--- config.mk ---
export PLATFORM = sky130hd
export DESIGN_NAME = fabric_cfg_loader
export DESIGN_NICKNAME = d
export VERILOG_FILES = /design/src/rtl/fabric_cfg_loader.sv
export SDC_FILE = /design/constraint.sdc
export NUM_CORES = 1
export LEC_CHECK = 0
export ABC_AREA = 1
export CORE_UTILIZATION = 35
export CTS_CLUSTER_SIZE = 20
export DETAILED_ROUTE_END_ITERATION = 6
export HOLD_SLACK_MARGIN = 0.12
export PLACE_DENSITY = 0.52
export SKIP_LAST_GASP = 1
export SLEW_MARGIN = 0
export SYNTH_ARGS = -nofsm -noshare
export SYNTH_HDL_FRONTEND = slang
export SYNTH_SLANG_ARGS = --single-unit
--- constraint.sdc ---
create_clock -name clk -period 2.24 [get_ports clk]
set_clock_uncertainty 0.1 [all_clocks]
set_input_delay 0.336 -clock clk [delete_from_list [all_inputs] [get_ports clk]]
set_output_delay 0.336 -clock clk [all_outputs]
set_load 0.05 [all_outputs]
--- src/rtl/fabric_cfg_loader.sv ---
// fabric_cfg_loader: serializes configuration words MSB-first into a clb_tile chain and commits them with a set pulse
module fabric_cfg_loader #(
    parameter int WORD_W    = 32,
    parameter int CHAIN_LEN = 1000,
    parameter int SETTLE    = 2,
    parameter int TIMEOUT   = 1024,
    localparam int BW       = $clog2(CHAIN_LEN + 1)
) (
    input  logic              clk,
    input  logic              rst_n,
    input  logic              start,
    input  logic [WORD_W-1:0] cfg_data,
    input  logic              cfg_valid,
    output logic              cfg_ready,
    output logic              cfg_shift_en,
    output logic              cfg_shift_out,
    output logic              cfg_set,
    output logic              busy,
    output logic              done,
    output logic              err,
    output logic [BW-1:0]     bits_left
);
    localparam int WBW = $clog2(WORD_W + 1);
    localparam int TW  = $clog2(TIMEOUT + 1);
    localparam int SW  = SETTLE > 1 ? $clog2(SETTLE + 1) : 1;
    typedef enum logic [2:0] {S_IDLE, S_LOAD, S_SHIFT, S_SETTLE, S_SET, S_DONE, S_ERR} state_t;
    state_t state, state_n;
    logic [WORD_W-1:0] sreg, sreg_n;
    logic [BW-1:0] bits_n;
    logic [WBW-1:0] wbits, wbits_n;
    logic [TW-1:0] tmo, tmo_n;
    logic [SW-1:0] scnt, scnt_n;
    always_comb begin
        state_n = state;
        sreg_n  = sreg;
        bits_n  = bits_left;
        wbits_n = wbits;
        tmo_n   = tmo;
        scnt_n  = scnt;
        case (state)
            S_IDLE, S_DONE, S_ERR: begin
                if (start) begin
                    state_n = S_LOAD;
                    bits_n  = BW'(CHAIN_LEN);
                    tmo_n   = '0;
                end
            end
            S_LOAD: begin
                if (cfg_valid) begin
                    state_n = S_SHIFT;
                    sreg_n  = cfg_data;
                    tmo_n   = '0;
                    wbits_n = 32'(bits_left) >= 32'(WORD_W) ? WBW'(WORD_W) : WBW'(bits_left);
                end else if (tmo == TW'(TIMEOUT)) begin
                    state_n = S_ERR;
                end else begin
                    tmo_n = tmo + 1'b1;
                end
            end
            S_SHIFT: begin
                // a short final word simply stops early; its low bits are never shifted
                sreg_n  = sreg << 1;
                bits_n  = bits_left - 1'b1;
                wbits_n = wbits - 1'b1;
                scnt_n  = '0;
                if (wbits == WBW'(1))
                    state_n = bits_left != BW'(1) ? S_LOAD : SETTLE == 0 ? S_SET : S_SETTLE;
            end
            S_SETTLE: begin
                scnt_n = scnt + 1'b1;
                if (scnt == SW'(SETTLE > 0 ? SETTLE - 1 : 0))
                    state_n = S_SET;
            end
            S_SET:   state_n = S_DONE;
            default: state_n = S_IDLE;
        endcase
    end
    // outputs are decoded from the next state so every port comes straight from a flop
    always_ff @(posedge clk or negedge rst_n) begin
        if (!rst_n) begin
            state         <= S_IDLE;
            sreg          <= '0;
            bits_left     <= BW'(CHAIN_LEN);
            wbits         <= '0;
            tmo           <= '0;
            scnt          <= '0;
            cfg_ready     <= 1'b0;
            cfg_shift_en  <= 1'b0;
            cfg_shift_out <= 1'b0;
            cfg_set       <= 1'b0;
            busy          <= 1'b0;
            done          <= 1'b0;
            err           <= 1'b0;
        end else begin
            state         <= state_n;
            sreg          <= sreg_n;
            bits_left     <= bits_n;
            wbits         <= wbits_n;
            tmo           <= tmo_n;
            scnt          <= scnt_n;
            cfg_ready     <= state_n == S_LOAD;
            cfg_shift_en  <= state_n == S_SHIFT;
            cfg_shift_out <= state_n == S_SHIFT && sreg_n[WORD_W-1];
            cfg_set       <= state_n == S_SET;
            busy          <= state_n inside {S_LOAD, S_SHIFT, S_SETTLE, S_SET};
            done          <= state_n == S_DONE;
            err           <= state_n == S_ERR;
        end
    end
endmodule

## Word-level counts from Yosys, hierarchy flattened

Cells that the tools add are included.

| storage, ports and cells | value |
|---|---|
| input bits | 36 |
| register bits | 71 |

| cells by class | value |
|---|---|
| reductions and logical operators | 11 |
| add/sub/neg operators | 4 |
| equality and inequality tests | 19 |
| $lt $le $gt $ge | 1 |
| mux-type cells | 19 |

Operator list:

| cell | count |
|---|---|
| 32-bit one-hot mux with 2 select lines | 1 |
| 11-bit two-way mux | 3 |
| 32-bit two-way mux | 1 |
| 11-bit one-hot mux with 2 select lines | 1 |
| 10-bit one-hot mux with 2 select lines | 1 |
| 3-bit equality test, second input constant | 6 |
| 3-bit two-way mux | 5 |
| 3-bit one-hot mux with 5 select lines | 1 |
| 3-bit by 2-bit equality test with 1-bit output, second input constant | 4 |
| 6-bit two-way mux | 2 |
| 6-bit one-hot mux with 2 select lines | 1 |
| 11-bit by 1-bit adder with 11-bit output, second input constant | 1 |
| 11-bit equality test, second input constant | 1 |
| 10-bit by 6-bit greater-or-equal comparator with 1-bit output, second input constant | 1 |
| 10-bit two-way mux | 1 |
| 10-bit by 1-bit != test with 1-bit output, second input constant | 1 |
| 10-bit by 1-bit subtractor with 10-bit output, second input constant | 1 |
| 2-bit nonzero test | 4 |
| 3-bit by 1-bit equality test with 1-bit output, second input constant | 2 |
| 6-bit by 1-bit equality test with 1-bit output, second input constant | 1 |
| 6-bit by 1-bit subtractor with 6-bit output, second input constant | 1 |
| 2-bit != test, second input constant | 2 |
| 2-bit one-hot mux with 2 select lines | 1 |
| 2-bit AND reduction | 2 |
| 9 further kinds | 9 |

## Longest topological paths before layout

Gate-level depths: netlist of the first run.

| depth | value |
|---|---|
| word-level depth | 6 |
| gate-level depth with buffers | 12 |

## Least setup slack after synthesis of the first run

Ideal clock, no wire load.

| path | value |
|---|---|
| path kind | reg-to-reg |
| start point | register bits_left[1] |
| end point | register busy |
| period minus slack after synthesis | 1796 ps |
| slack | 444 ps |
| data arrival time | 1576 ps |
| stages on the path, launching flop included | 13 |
| cells stage by stage | dfrtp_1 > inv_1 > ha_1 > nand2_1 > nor2_1 > nand2_1 > nand2_1 > nand2_1 > nand2_1 > nor2_4 > nand2_1 > nand2_1 > nand2_1 |

| on the way | value |
|---|---|
| cells in the longest elaborated chain, start to end | 6 |
| elaborated cells between the ends (all ways) | 9 |

RTL lines:

| what | RTL line | text |
|---|---|---|
| start, declared | 21 | `output logic [BW-1:0] bits_left` |
| start signal, assigned | 83 | `bits_left <= BW'(CHAIN_LEN);` |
| start signal, assigned | 97 | `bits_left <= bits_n;` |
| 10-bit by 1-bit != test with 1-bit output * | 67 | `state_n = bits_left != BW'(1) ? S_LOAD : SETTLE == 0 ? S_SET : S_SETTLE;` |
| 2-bit two-way mux * | 67 |  |
| 3-bit two-way mux * | 66 | `if (wbits == WBW'(1))` |
| 3-bit one-hot mux with 5 select lines * | 40 | `case (state)` |
| 3-bit by 1-bit equality test with 1-bit output (tied with other cells) | 105 | `busy <= state_n inside {S_LOAD, S_SHIFT, S_SETTLE, S_SET};` |
| 4-bit nonzero test * | 105 |  |
| end signal, assigned | 105 |  |
| end, declared | 18 | `output logic busy,` |

Mark *: on every way between the ends. The rest lies on a longest branch, timed or not.
A chain may end at the register's enable or synchronous reset.

## Worst setup path after layout of the first run

| path | value |
|---|---|
| start point | register bits_left[8] |
| end point | output port bits_left[8] |

No word-level cell between the ends.

==> results of run 1 <==
[state kept, by name, summed over array words and instances (netlist names), 2 cells and up]
| name | cells |
|---|---|
| scnt | 2 |
| tmo | 11 |
| state | 3 |
| sreg | 32 |
| bits_left | 10 |
| wbits | 6 |
[per-layer routing]
layer / up-vias / GRT usage [%] / part of all wire [%]
met5: - / 0 / 0
met4: 0 / 5.73 / 1.5
met3: 12 / 2.81 / 4.2
met2: 55 / 25.5 / 44
met1: 1414 / 22.4 / 51
li1: 1570 / - / -
[what timing repair did]
action | 4_1_cts | 5_1_grt
gates resized for setup | 0 | 0
hold buffers | 1 | 0
hold endpoints to repair | 11 | 0
[logic make-up after synthesis]
group                    count (synthesis)  share of synthesized area, %
flip-flops                              71                          48.4
AND/OR/NAND/NOR                        252                          31.4
buffers and inverters                   61                          7.02
adder cells (fa/ha/maj)                  8                          2.71
XOR/XNOR                                 5                          1.19
AO/OA/AOI/OAI                           51                          9.29
[layout make-up]
| cell class | instances | area (um2) |
|---|---|---|
| multi-input cells | 316 | 1650 |
| fillers | 1065 | 5700 |
| inverters | 50 | 195 |
| flip-flops and latches | 71 | 1780 |
| clock inverters | 6 | 70.1 |
| repair buffers | 59 | 583 |
| well taps | 136 | 170 |
| clock buffers | 10 | 128 |
[stage by stage]
stage / setup WS (ns) / total power [mW] / std cells / utilization [%] / cell area [um2]
final: 0.0973 / 6.09 / 648 / 44.5 / 4580
after CTS: 0.0643 / 6.19 / 648 / 44.5 / 4580
after global routing: 0.0319 / 6.62 / 648 / 44.5 / 4580
after detailed placement: 0.0318 / 5.11 / 631 / 42.5 / 4370
after global placement: 0.0566 / 5.08 / 631 / 42.5 / 4370
after floorplan: 0.444 / 4.34 / 448 / - / 3690
[layout by cell type, fill, tap and decap left out, drive strengths merged]
cell and n:
a211oi 1, a21oi 5, and2 1, buf 7, bufinv 1, clkbuf 10, clkdlybuf4s50 51, clkinv 2
clkinvlp 3, dfrtp 65, dfstp 6, dlygate4sd3 1, ha 8, inv 50, nand2 142, nand3 53
nand3b 1, nand4 9, nor2 40, nor3 5, o211ai 5, o21ai 34, o221ai 2, o22ai 4
or2 1, xnor2 1, xor2 4
[power by group]
group / internal (mW) / switching, mW
registers: 1.79 / 0.299
clock network: 0.520 / 0.514
logic: 0.979 / 1.99
[path summary, 6_finish.rpt]
| path | end | slack, ns | from | cells past startpoint |
|---|---|---|---|---|
| worst max-delay path | bits_left[8] | 0.1 | bits_left[8] | 1 |
| worst min-delay path | sreg[4] | 0.36 | rst_n | 2 |
| min in group clk | sreg[31] | 0.38 | sreg[31] | 2 |
| max in group asynchronous | cfg_ready | 1.02 | rst_n | 3 |
| worst min register to register | sreg[31] | 0.38 | sreg[31] | 2 |
| worst max register to register | sreg[30] | 0.22 | state[0] | 6 |
==> flow_metrics.tcl, run 1 <==
set metrics [dict create \
    outcome "finished clean" \
    grt_overflow_total 0 \
    grt_usage_pct 16.2 \
    finalSetupTns_ns 0 \
    period_minus_slack_ns 2.14 \
    worst_pin_slew_ns 0.792 \
    yosysMostFrequentCell "nand2_1" \
    power.density_nw_per_um2 1330 \
    antenna_found_initial 0 \
    core_area_um2 10300 \
    crit_type "reg -> out" \
    initialDrtViolationCount 150 \
    hold_viol_final 0 \
    setup_violations 0 \
    p_leak_nw 2.08 \
    synth_area_per_cell_um2 8.24 \
    required_ns 1.80 \
    holdWs_ns 0.362 \
    die_area_um2 11000 \
    clkLatencyLatePin_ns 0.34 \
    synthesis.area_um2 3690 \
    synth_nets 492 \
    slew-limit-headroom_pct 47.1 \
    yosys-top-cells-area "dfrtp_1 44%, nand2_1 14%, nand3_1 6.6%, dfstp_2 4.3%, inv_1 4.3%" \
    drt_wl_total_um 8290 \
    crit_path_end_kind "output port" \
    start_util_pct 35.9 \
    htree_levels 3 \
    clk_pin_slew_ns 0.08 \
    seq_area_frac_synth_pct 48.4 \
    gp_congestion 0.834 \
    numCtsBuffers 9 \
    max-vdd-ir-drop_mv 0.490 \
    die_h_um 105 \
    synth_cell_types 38 \
    drv_slew 0 \
    grt_start_max_net_pins 55 \
    async_flop_share_pct 100 \
    syn2layout_area_growth_pct 24.0 \
    nets 551 \
    fp.dieW_um 105 \
    crit_chain "clkdlybuf4s50_1" \
    post-route-period-util_pct 95.7 \
    drc_errors 0 \
    holdCritPathClass "in -> async" \
    crit_family "buffers and inverters" \
    yosysWarningCount 0 \
    rsz0062_at_grt "no" \
    clock.fmax_ghz 0.467 \
    synth_edf_count 0 \
    vias 3051 \
    synthCells 448 \
    cap_violations 0 \
    synth_top_area_share_pct 44.1 \
    clockBufferDepth 2 \
    grt_pass1_vias 2993 \
    worstPathArrival_ns 1.71 \
    port_buffers 52 \
    critical-path-max-stage-delay_ns 0.80 \
    clock-sinks 71 \
    core.rowCount 37 \
    diodes 0 \
    critPathSlowestCell "clkdlybuf4s50_1" \
    antenna_left 0 \
    ys_seq_elements 71 \
    path_max_fanout 4 \
    wl_per_cell_um 12.8 \
    crit_path_start_kind "register" \
    synth_area_leader_cell "dfrtp_1" \
    dp_hpwl_um 5720 \
    drive_above_1_share_pct 12.9 \
    synthFlopType "dfrtp_1" \
    synthTopCellsByCount "137 x nand2_1, 65 x dfrtp_1, 49 x nand3_1, 42 x inv_1, 31 x nor2_1" \
    worst-path-buf-inv 1 \
    firstDrtPassIters 4 \
    io_pins 53 \
    cts_tree "built" \
    cts-root-buf "clkbuf_8" \
    grt_pass1_wl_um 14200 \
    viasPerCell 4.71 \
    cts_setup_buffers 0 \
]
Power figures use the tool's default switching activity.
==> run 2, diff against run 1 <==
--- a/config.mk
+++ b/config.mk
@@ -6,11 +6,12 @@
 export NUM_CORES = 1
 export LEC_CHECK = 0
 export ABC_AREA = 1
-export CORE_UTILIZATION = 35
+export CORE_UTILIZATION = 30
 export CTS_CLUSTER_SIZE = 20
 export DETAILED_ROUTE_END_ITERATION = 6
 export HOLD_SLACK_MARGIN = 0.12
-export PLACE_DENSITY = 0.52
+export PLACE_DENSITY = 0.46
+export REMOVE_ABC_BUFFERS = 1
 export SKIP_LAST_GASP = 1
 export SLEW_MARGIN = 0
 export SYNTH_ARGS = -nofsm -noshare
==> flow_metrics.tcl, run 2 (synthesis results as in run 1) <==
set metrics [dict create \
    outcome "finished clean" \
    power.density_nw_per_um2 1400 \
    start_util_pct 30.7 \
    worst-path-buf-inv 1 \
    drive_above_1_share_pct 13.4 \
    slew-limit-headroom_pct 63.9 \
    power.share.clock_pct 23.6 \
    crit_chain "clkdlybuf4s50_1" \
    die_area_um2 12700 \
    grt_usage_pct 14.5 \
    final_common_cell "nand2_1" \
    worstPathArrival_ns 1.70 \
    clock-sinks 71 \
    cts_setup_buffers 0 \
    wl_per_cell_um 12.7 \
    clock.fmax_ghz 0.468 \
    grt_pass1_vias 3049 \
    fp.dieW_um 113 \
    viasPerCell 4.59 \
    antenna_found_initial 0 \
    total_power_mw 6.68 \
    largest_register_ffs 32 \
    drc_errors 0 \
    vias 3034 \
    seq_power_share_pct 31.5 \
    crit_family "buffers and inverters" \
    syn2layout_area_growth_pct 28.8 \
    grt_pass1_wl_um 14400 \
    grt_overflow_total 0 \
    die_h_um 113 \
    cts-root-buf "clkbuf_16" \
    diodes 0 \
    drt_wl_total_um 8380 \
    grt_util_met1_pct 19.1 \
    gp_congestion 0.812 \
    initialDrtViolationCount 127 \
    p_sw_mw 2.88 \
    hold_viol_final 0 \
    layout_common_cells "137 x nand2_1, 65 x dfrtp_1, 51 x clkdlybuf4s50_1" \
    core_area_um2 12000 \
    numCtsBuffers 9 \
    cts_tree "built" \
    critPathSlowestCell "clkdlybuf4s50_1" \
    worst_pin_slew_ns 0.539 \
    p_leak_nw 2.16 \
    comb_power_share_pct 44.9 \
    max-vdd-ir-drop_mv 0.407 \
    rsz0062_at_grt "no" \
    clkLatencyLatePin_ns 0.34 \
    grt-busiest-layer "met2" \
    finish.utilization_pct 39.6 \
    dp_hpwl_um 5920 \
    intPower_mw 3.80 \
    globalRouteMet3Util_pct 3.70 \
    crit_path_start_kind "register" \
    crit_path_end_kind "output port" \
    path_max_fanout 4 \
    use_met2_pct 23.2 \
    regMostFlops "sreg" \
    required_ns 1.80 \
    crit_type "reg -> out" \
    grt_start_max_net_pins 72 \
    period_minus_slack_ns 2.14 \
    io_pins 53 \
    largestRegisters "sreg x32, tmo x11, bits_left x10" \
    drv_slew 0 \
    fillers 1240 \
    antenna_left 0 \
    core.rowCount 40 \
    nets 553 \
    setup_violations 0 \
    holdCritPathClass "reg -> reg" \
    clockBufferDepth 2 \
    clk_pin_slew_ns 0.06 \
    htree_levels 3 \
    post-route-period-util_pct 95.5 \
    finalSetupTns_ns 0 \
    p_sw_share_pct 43.1 \
    cap_violations 0 \
    port_buffers 52 \
    firstDrtPassIters 4 \
    critical-path-max-stage-delay_ns 0.81 \
]
[run 2: changes by cell type in the layout (fill, tap and decap cells not counted), moves of 2 or more]
cell,before,now
clkbuf_16,0,9
buf_4,5,7
clkbuf_8,9,0
clkinvlp_4,3,1
[run 2: repair_timing]
action | in CTS | in global routing
resized for setup | 0 | 0
endpoints found under the hold margin | 65 | 0
hold buffers | 1 | 0
[run 2: power groups by stage]
stage / Sequential, mW / Combinational (mW) / Clock, mW
floorplan: 2.40 / 1.84 / 0
global placement: 2.12 / 3.02 / 0
detailed placement: 2.12 / 3.05 / 0
CTS: 2.11 / 3.06 / 1.62
global route: 2.16 / 3.37 / 1.69
finish: 2.10 / 3.00 / 1.58
[run 2: area by class of cell]
type / instances / area (um2) / share of cell area, %
sequential: 71 / 1780 / 37.5
multi-input combinational: 316 / 1650 / 34.6
timing repair buffer: 61 / 613 / 12.9
clock buffer: 9 / 225 / 4.74
inverter: 50 / 195 / 4.11
tap: 147 / 184 / 3.87
clock inverter: 7 / 105 / 2.21
[run 2: routing by layer]
metal | wire length [um] | vias up | share of wire, %
met4 | 114 | 0 | 1.4
met5 | 0 | - | 0
met1 | 4160 | 1400 | 50
met3 | 293 | 7 | 3.5
li1 | - | 1572 | -
met2 | 3810 | 55 | 46
[run 2: worst paths after layout]
check,cells past startpoint,slack (ns),from,end
setup reg to reg,10,0.28,tmo[0],tmo[7]
hold reg to reg,2,0.38,sreg[19],sreg[19]
max in group asynchronous,3,1.24,rst_n,bits_left[3]
hold / removal,2,0.38,sreg[19],sreg[19]
setup / recovery,1,0.10,bits_left[3],bits_left[3]
min in group asynchronous,3,0.45,rst_n,bits_left[0]
[run 2: metrics by stage]
| stage | hold WS [ns] | instance area [um2] | setup slack, ns | instances |
|---|---|---|---|---|
| floorplan | -0.0596 | 3630 | 0.297 | 437 |
| global route | 0.403 | 4750 | 0.0591 | 661 |
| CTS | 0.385 | 4750 | 0.0765 | 661 |
| global placement | 0.284 | 4410 | 0.282 | 644 |
| finish | 0.383 | 4750 | 0.101 | 661 |
| detailed placement | 0.284 | 4410 | 0.247 | 644 |
==> run 3, diff against run 2 <==
--- a/config.mk
+++ b/config.mk
@@ -6,6 +6,7 @@
 export NUM_CORES = 1
 export LEC_CHECK = 0
 export ABC_AREA = 1
+export ABC_CLOCK_PERIOD_IN_PS = 2240
 export CORE_UTILIZATION = 30
 export CTS_CLUSTER_SIZE = 20
 export DETAILED_ROUTE_END_ITERATION = 6
==> results of run 3 <==
Same layout as run 2: the final DEF is identical, and so are final timing and power.
